## src/rtl/tank_pkg.sv

```systemverilog
// Shared defaults and types for the water tank plant model and the level controller bench.
package tank_pkg;

  localparam int DEF_LEVEL_W    = 8;
  localparam int DEF_MAX_LEVEL  = 200;
  localparam int DEF_LOW_MARK   = 40;
  localparam int DEF_HIGH_MARK  = 160;
  localparam int DEF_INIT_LEVEL = 0;
  localparam int DEF_FILL_DIV   = 4;
  localparam int DEF_DRAIN_DIV  = 8;
  localparam int DEF_DEBOUNCE   = 3;

  typedef logic [DEF_LEVEL_W-1:0] level_t;

  // A divide-by-1 counter never leaves zero but still needs one bit of storage.
  function automatic int cnt_width(input int n);
    return (n > 1) ? $clog2(n) : 1;
  endfunction

endpackage

```

## src/rtl/level_debounce.sv

```systemverilog
// Debounces one tank sensor line: the output follows raw only after DEBOUNCE
// consecutive mismatching cycles.
module level_debounce
  import tank_pkg::*;
#(
  parameter int DEBOUNCE = DEF_DEBOUNCE
) (
  input  logic clk,
  input  logic reset,
  input  logic init_value,
  input  logic raw,
  output logic out
);

  localparam int DBW = cnt_width(DEBOUNCE);
  localparam logic [DBW-1:0] DB_LAST = DBW'(DEBOUNCE - 1);

  logic [DBW-1:0] dbc;

  // Any cycle where raw agrees with the output throws away the partial count.
  always_ff @(posedge clk or posedge reset) begin
    if (reset) begin
      dbc <= '0;
      out <= init_value;
    end else if (raw == out) begin
      dbc <= '0;
    end else if (dbc == DB_LAST) begin
      dbc <= '0;
      out <= raw;
    end else begin
      dbc <= dbc + 1'b1;
    end
  end

endmodule

```

## src/rtl/tank_level_sensor.sv

```systemverilog
// Plant model of the water tank: integrates pump and consumer draw into a level
// and drives debounced low/high sensor lines plus a sticky overflow alarm.
module tank_level_sensor
  import tank_pkg::*;
#(
  parameter int LEVEL_W    = DEF_LEVEL_W,
  parameter int MAX_LEVEL  = DEF_MAX_LEVEL,
  parameter int LOW_MARK   = DEF_LOW_MARK,
  parameter int HIGH_MARK  = DEF_HIGH_MARK,
  parameter int INIT_LEVEL = DEF_INIT_LEVEL,
  parameter int FILL_DIV   = DEF_FILL_DIV,
  parameter int DRAIN_DIV  = DEF_DRAIN_DIV,
  parameter int DEBOUNCE   = DEF_DEBOUNCE
) (
  input  logic               clk,
  input  logic               reset,
  input  logic               motor,
  input  logic               drain_en,
  output logic [LEVEL_W-1:0] level,
  output logic               low_level,
  output logic               high_level,
  output logic               overflow
);

  localparam int FCW = cnt_width(FILL_DIV);
  localparam int DCW = cnt_width(DRAIN_DIV);
  localparam logic [FCW-1:0] FILL_LAST  = FCW'(FILL_DIV - 1);
  localparam logic [DCW-1:0] DRAIN_LAST = DCW'(DRAIN_DIV - 1);

  localparam logic [LEVEL_W-1:0] MAX_L  = LEVEL_W'(MAX_LEVEL);
  localparam logic [LEVEL_W-1:0] LOW_L  = LEVEL_W'(LOW_MARK);
  localparam logic [LEVEL_W-1:0] HIGH_L = LEVEL_W'(HIGH_MARK);
  localparam logic [LEVEL_W-1:0] INIT_L = LEVEL_W'(INIT_LEVEL);

  localparam logic INIT_LOW  = (INIT_LEVEL <= LOW_MARK);
  localparam logic INIT_HIGH = (INIT_LEVEL >= HIGH_MARK);

  logic [FCW-1:0] fcnt;
  logic [DCW-1:0] dcnt;
  logic           fill_tick;
  logic           drain_tick;
  logic           raw_low;
  logic           raw_high;

  assign fill_tick  = motor    & (fcnt == FILL_LAST);
  assign drain_tick = drain_en & (dcnt == DRAIN_LAST);

  // A single idle cycle discards any partially counted level unit.
  always_ff @(posedge clk or posedge reset) begin
    if (reset) begin
      fcnt <= '0;
    end else if (!motor || fill_tick) begin
      fcnt <= '0;
    end else begin
      fcnt <= fcnt + 1'b1;
    end
  end

  always_ff @(posedge clk or posedge reset) begin
    if (reset) begin
      dcnt <= '0;
    end else if (!drain_en || drain_tick) begin
      dcnt <= '0;
    end else begin
      dcnt <= dcnt + 1'b1;
    end
  end

  // Coincident ticks cancel; the level saturates at both ends instead of wrapping.
  always_ff @(posedge clk or posedge reset) begin
    if (reset) begin
      level    <= INIT_L;
      overflow <= 1'b0;
    end else if (fill_tick && !drain_tick) begin
      if (level < MAX_L) begin
        level <= level + 1'b1;
      end else begin
        overflow <= 1'b1;
      end
    end else if (drain_tick && !fill_tick) begin
      if (level != '0) begin
        level <= level - 1'b1;
      end
    end
  end

  assign raw_low  = (level <= LOW_L);
  assign raw_high = (level >= HIGH_L);

  level_debounce #(
    .DEBOUNCE(DEBOUNCE)
  ) u_low_debounce (
    .clk       (clk),
    .reset     (reset),
    .init_value(INIT_LOW),
    .raw       (raw_low),
    .out       (low_level)
  );

  level_debounce #(
    .DEBOUNCE(DEBOUNCE)
  ) u_high_debounce (
    .clk       (clk),
    .reset     (reset),
    .init_value(INIT_HIGH),
    .raw       (raw_high),
    .out       (high_level)
  );

endmodule
```

## config.mk

```make
export PLATFORM = sky130hd
export DESIGN_NAME = tank_level_sensor
export DESIGN_NICKNAME = d
export VERILOG_FILES = /design/src/rtl/tank_pkg.sv /design/src/rtl/level_debounce.sv /design/src/rtl/tank_level_sensor.sv
export SDC_FILE = /design/constraint.sdc
export NUM_CORES = 1
export LEC_CHECK = 0
export BUFFER_PORTS_ARGS = -buffer_cell sky130_fd_sc_hd__buf_4
export CAP_MARGIN = 20
export CORE_UTILIZATION = 45
export DETAILED_ROUTE_END_ITERATION = 8
export GPL_ROUTABILITY_DRIVEN = 1
export PLACE_DENSITY = 0.67
export RECOVER_POWER = 25
export SKIP_CTS_REPAIR_TIMING = 1
export SYNTH_ARGS = -nofsm -noshare
export SYNTH_HDL_FRONTEND = slang
export SYNTH_SLANG_ARGS = --single-unit
```

## constraint.sdc

```tcl
create_clock -name clk -period 2.47 [get_ports clk]
set_clock_uncertainty 0.05 [all_clocks]
set_input_delay 0.247 -clock clk [delete_from_list [all_inputs] [get_ports clk]]
set_output_delay 0.247 -clock clk [all_outputs]
set_load 0.01 [all_outputs]
```

==> impl_metrics.toml <==
[cells_and_area]
final_cells = 157
nets = 146
multi_input_area_sq_um = 672
seqCellArea_sq_um = 502
fillers = 188
diodes = 0
drive_above_1_share = 0.341
syn2layout_area_growth_pct = 24.5
design_area_sq_um = 1400

[power]
clkPwrFrac = 0.096
power_frac_seq = 0.350
switching_power_uw = 710
sw_frac_of_total = 0.429
intPower_uw = 944
combinationalPowerShare = 0.554
leakage_nw = 0.649
p_per_area_nw_per_um2 = 1180
ir_drop_uv = 781

[drt]
drt_first_pass_iters = 4
via_per_inst = 5.76
antenna_left = 0
drc = 0
num_vias = 904
drt_iter0_drc = 15
wl_per_cell_um = 14.1
drt-total-wl_um = 2210

[synthesis]
yosysSeqAreaShare = 0.447
yosysWarnings = 0
yosys-top-cells-count = "dfrtp_1, ha_1, nand2_1, o21ai_1, inv_1"
synth_xor_area_frac = 0.0468
ys.flop_type = "dfrtp_1"
synth_compound_area_frac = 0.151
synth_fp_nets = 124
ys_types = 31
synth_top_area_share = 0.423
synth_edf_count = 0
synth_mux_area_frac = 0.0200
synth_area_leaders = "dfrtp_1, ha_1, o21ai_1"
syn_area_sq_um = 1120
synth_adder_area_share = 0.140
synthMostInstantiatedCell = "dfrtp_1"
synth_top_area_cell = "dfrtp_1"
synth-seq-cells = 20
async_flop_share = 1.00
synth_top_family_by_area = "simple AND/OR/NAND/NOR gates"
avgSynthCellArea_sq_um = 10.4
yosys.area_share.simple = 0.167
syn-instance-count = 108

[place]
gp_congestion = 0.767
dp_hpwl_um = 1580
placed_cells = 153
place_area_sq_um = 1290
io_buffers = 14

[global_routing]
grt_max_degree = 21
antenna_found_initial = 0
grt_use_total = 0.179
grt_pass1_vias = 881
grt.overflow.total = 0
grt_pass1_wl_um = 3640

[timing]
tns_ns = 0
finalSetupViolCount = 0
final_max_slew_viol_count = 0
fin_hold_ws_ns = 0.0213
report.final.hold_viol_count = 0
worst_pin_slew_ns = 0.752
slew_headroom = 0.498
fmax_mhz = 421
finalCritPeriodShare = 0.962
min_period_ns = 2.38

[worst_setup_path]
cp.arrival_ns = 2.51
crit_chain = "ha_2 -> ha_2 -> nand2_2 -> ha_4 -> inv_4 -> ha_1 -> a21oi_2 -> a21oi_2 -> o21a_1 -> o21ba_1 -> xor2_1"
crit_slowest_cell = "dfrtp_1"
crit_type = "reg -> reg"
critPathCaptureType = "flip-flop"
cp.required_ns = 2.60
start_kind = "flip-flop"
critical-path-max-stage-delay_ns = 0.40
crit_fanout = 7

[cts]
clock_sinks = 20
cts_buffer_depth = 2
root_buffer = "clkbuf_4"
clk_pin_slew_worst_paths_ns = 0.11
htreeDepth = 1
clk_latency_ns = 0.29
cts_made_buffers = 3
cts_tree = "built"

[die]
die_w_um = 52.0
die-area_sq_um = 2700
start_util = 0.494
rows = 17
pin_count = 15
fp.dieH_um = 52.0
core_area_sq_um = 2280

[job]
maxCapViolations = 0

[outcome]
status = "finished clean"

[min_path]
holdCritPathClass = "in -> async"
[worst paths after layout]
| check | slack (ns) | start | cells after the start | to |
|---|---|---|---|---|
| max reg2reg | 0.09 | dcnt[0]$_DFF_PP0_ | 11 | level[7]$_DFFE_PP0P_ |
| min | 0.02 | reset | 2 | fcnt[1]$_DFF_PP0_ |
| max in group asynchronous | 1.87 | reset | 2 | level[5]$_DFFE_PP0P_ |
| min reg2reg | 0.40 | fcnt[0]$_DFF_PP0_ | 1 | fcnt[0]$_DFF_PP0_ |
| min in group clk | 0.16 | motor | 2 | fcnt[0]$_DFF_PP0_ |
| max | 0.09 | dcnt[0]$_DFF_PP0_ | 11 | level[7]$_DFFE_PP0P_ |
[power by group through the flow]
stage	sequential (mW)	clock (mW)	combinational [mW]
after floorplan	0.579	0	0.526
after global placement	0.572	0	0.761
after detailed placement	0.578	0	0.786
after CTS	0.573	0.163	0.793
after global routing	0.595	0.177	1.02
final	0.579	0.159	0.916
[state kept, by name, summed over array words and instances (netlist names)]
register,cells
level,8
overflow,1
u_high_debounce.dbc,2
u_low_debounce.out,1
u_low_debounce.dbc,2
fcnt,2
u_high_debounce.out,1
dcnt,3
[logic make-up (layout without fill, tap and decap cells)]
kind of cell | count (synthesis) | count (layout)
AO/OA/AOI/OAI | 28 | 28
flip-flops | 20 | 20
AND/OR/NAND/NOR | 32 | 32
adder cells (fa/ha/maj) | 12 | 12
multiplexers | 2 | 2
buffers and inverters | 8 | 29
XOR/XNOR | 6 | 6
[cell type report]
type	instances	share of cell area
well taps	28	0.0250
clock buffers	4	0.0188
repair buffers	18	0.0966
inverters	7	0.0206
flip-flops and latches	20	0.359
multi-input cells	80	0.480
[layer usage]
| metal | wire length (um) | global-route usage | vias to the layer above |
|---|---|---|---|
| li1 | - | - | 433 |
| met1 | 1020 | 0.223 | 452 |
| met2 | 1130 | 0.316 | 15 |
| met3 | 33 | 0.0117 | 4 |
| met4 | 25 | 0.0766 | 0 |
| met5 | 0 | 0 | - |
[placed cells by master (no fill, tap or decap), types with 2 or more instances in the layout]
master	count
buf_4	17
xnor2_1	2
o21a_1	3
xor2_1	4
clkbuf_4	4
dfrtp_1	19
a21oi_1	2
nand3_1	2
and3b_1	3
inv_1	6
a21oi_2	3
nand2_1	6
o31a_1	2
ha_1	3
ha_2	6
nor3b_2	2
nand2_2	2
nor3b_1	3
o31ai_1	2
o21ai_0	3
ha_4	2
nor2_1	2
o21ai_1	8
nor3_1	6
[worst max-delay path, delay by kind of cell, from the launching register on]
kind,cells,cell delay [ns]
compound gates,4,0.69
fa+ha+maj,4,0.85
buf+inv,1,0.06
xor+xnor,1,0.14
flops,1,0.40
simple gates,1,0.08
[metrics by stage]
step / worst slack [ns] / util / total power, mW
after floorplan: 0.0167 / - / 1.10
after detailed placement: -0.109 / 0.566 / 1.36
after CTS: -0.149 / 0.578 / 1.53
after global routing: -0.0340 / 0.615 / 1.79
final: 0.0939 / 0.615 / 1.65
after global placement: -0.00786 / 0.566 / 1.33
(Power assumes the default switching activity.)
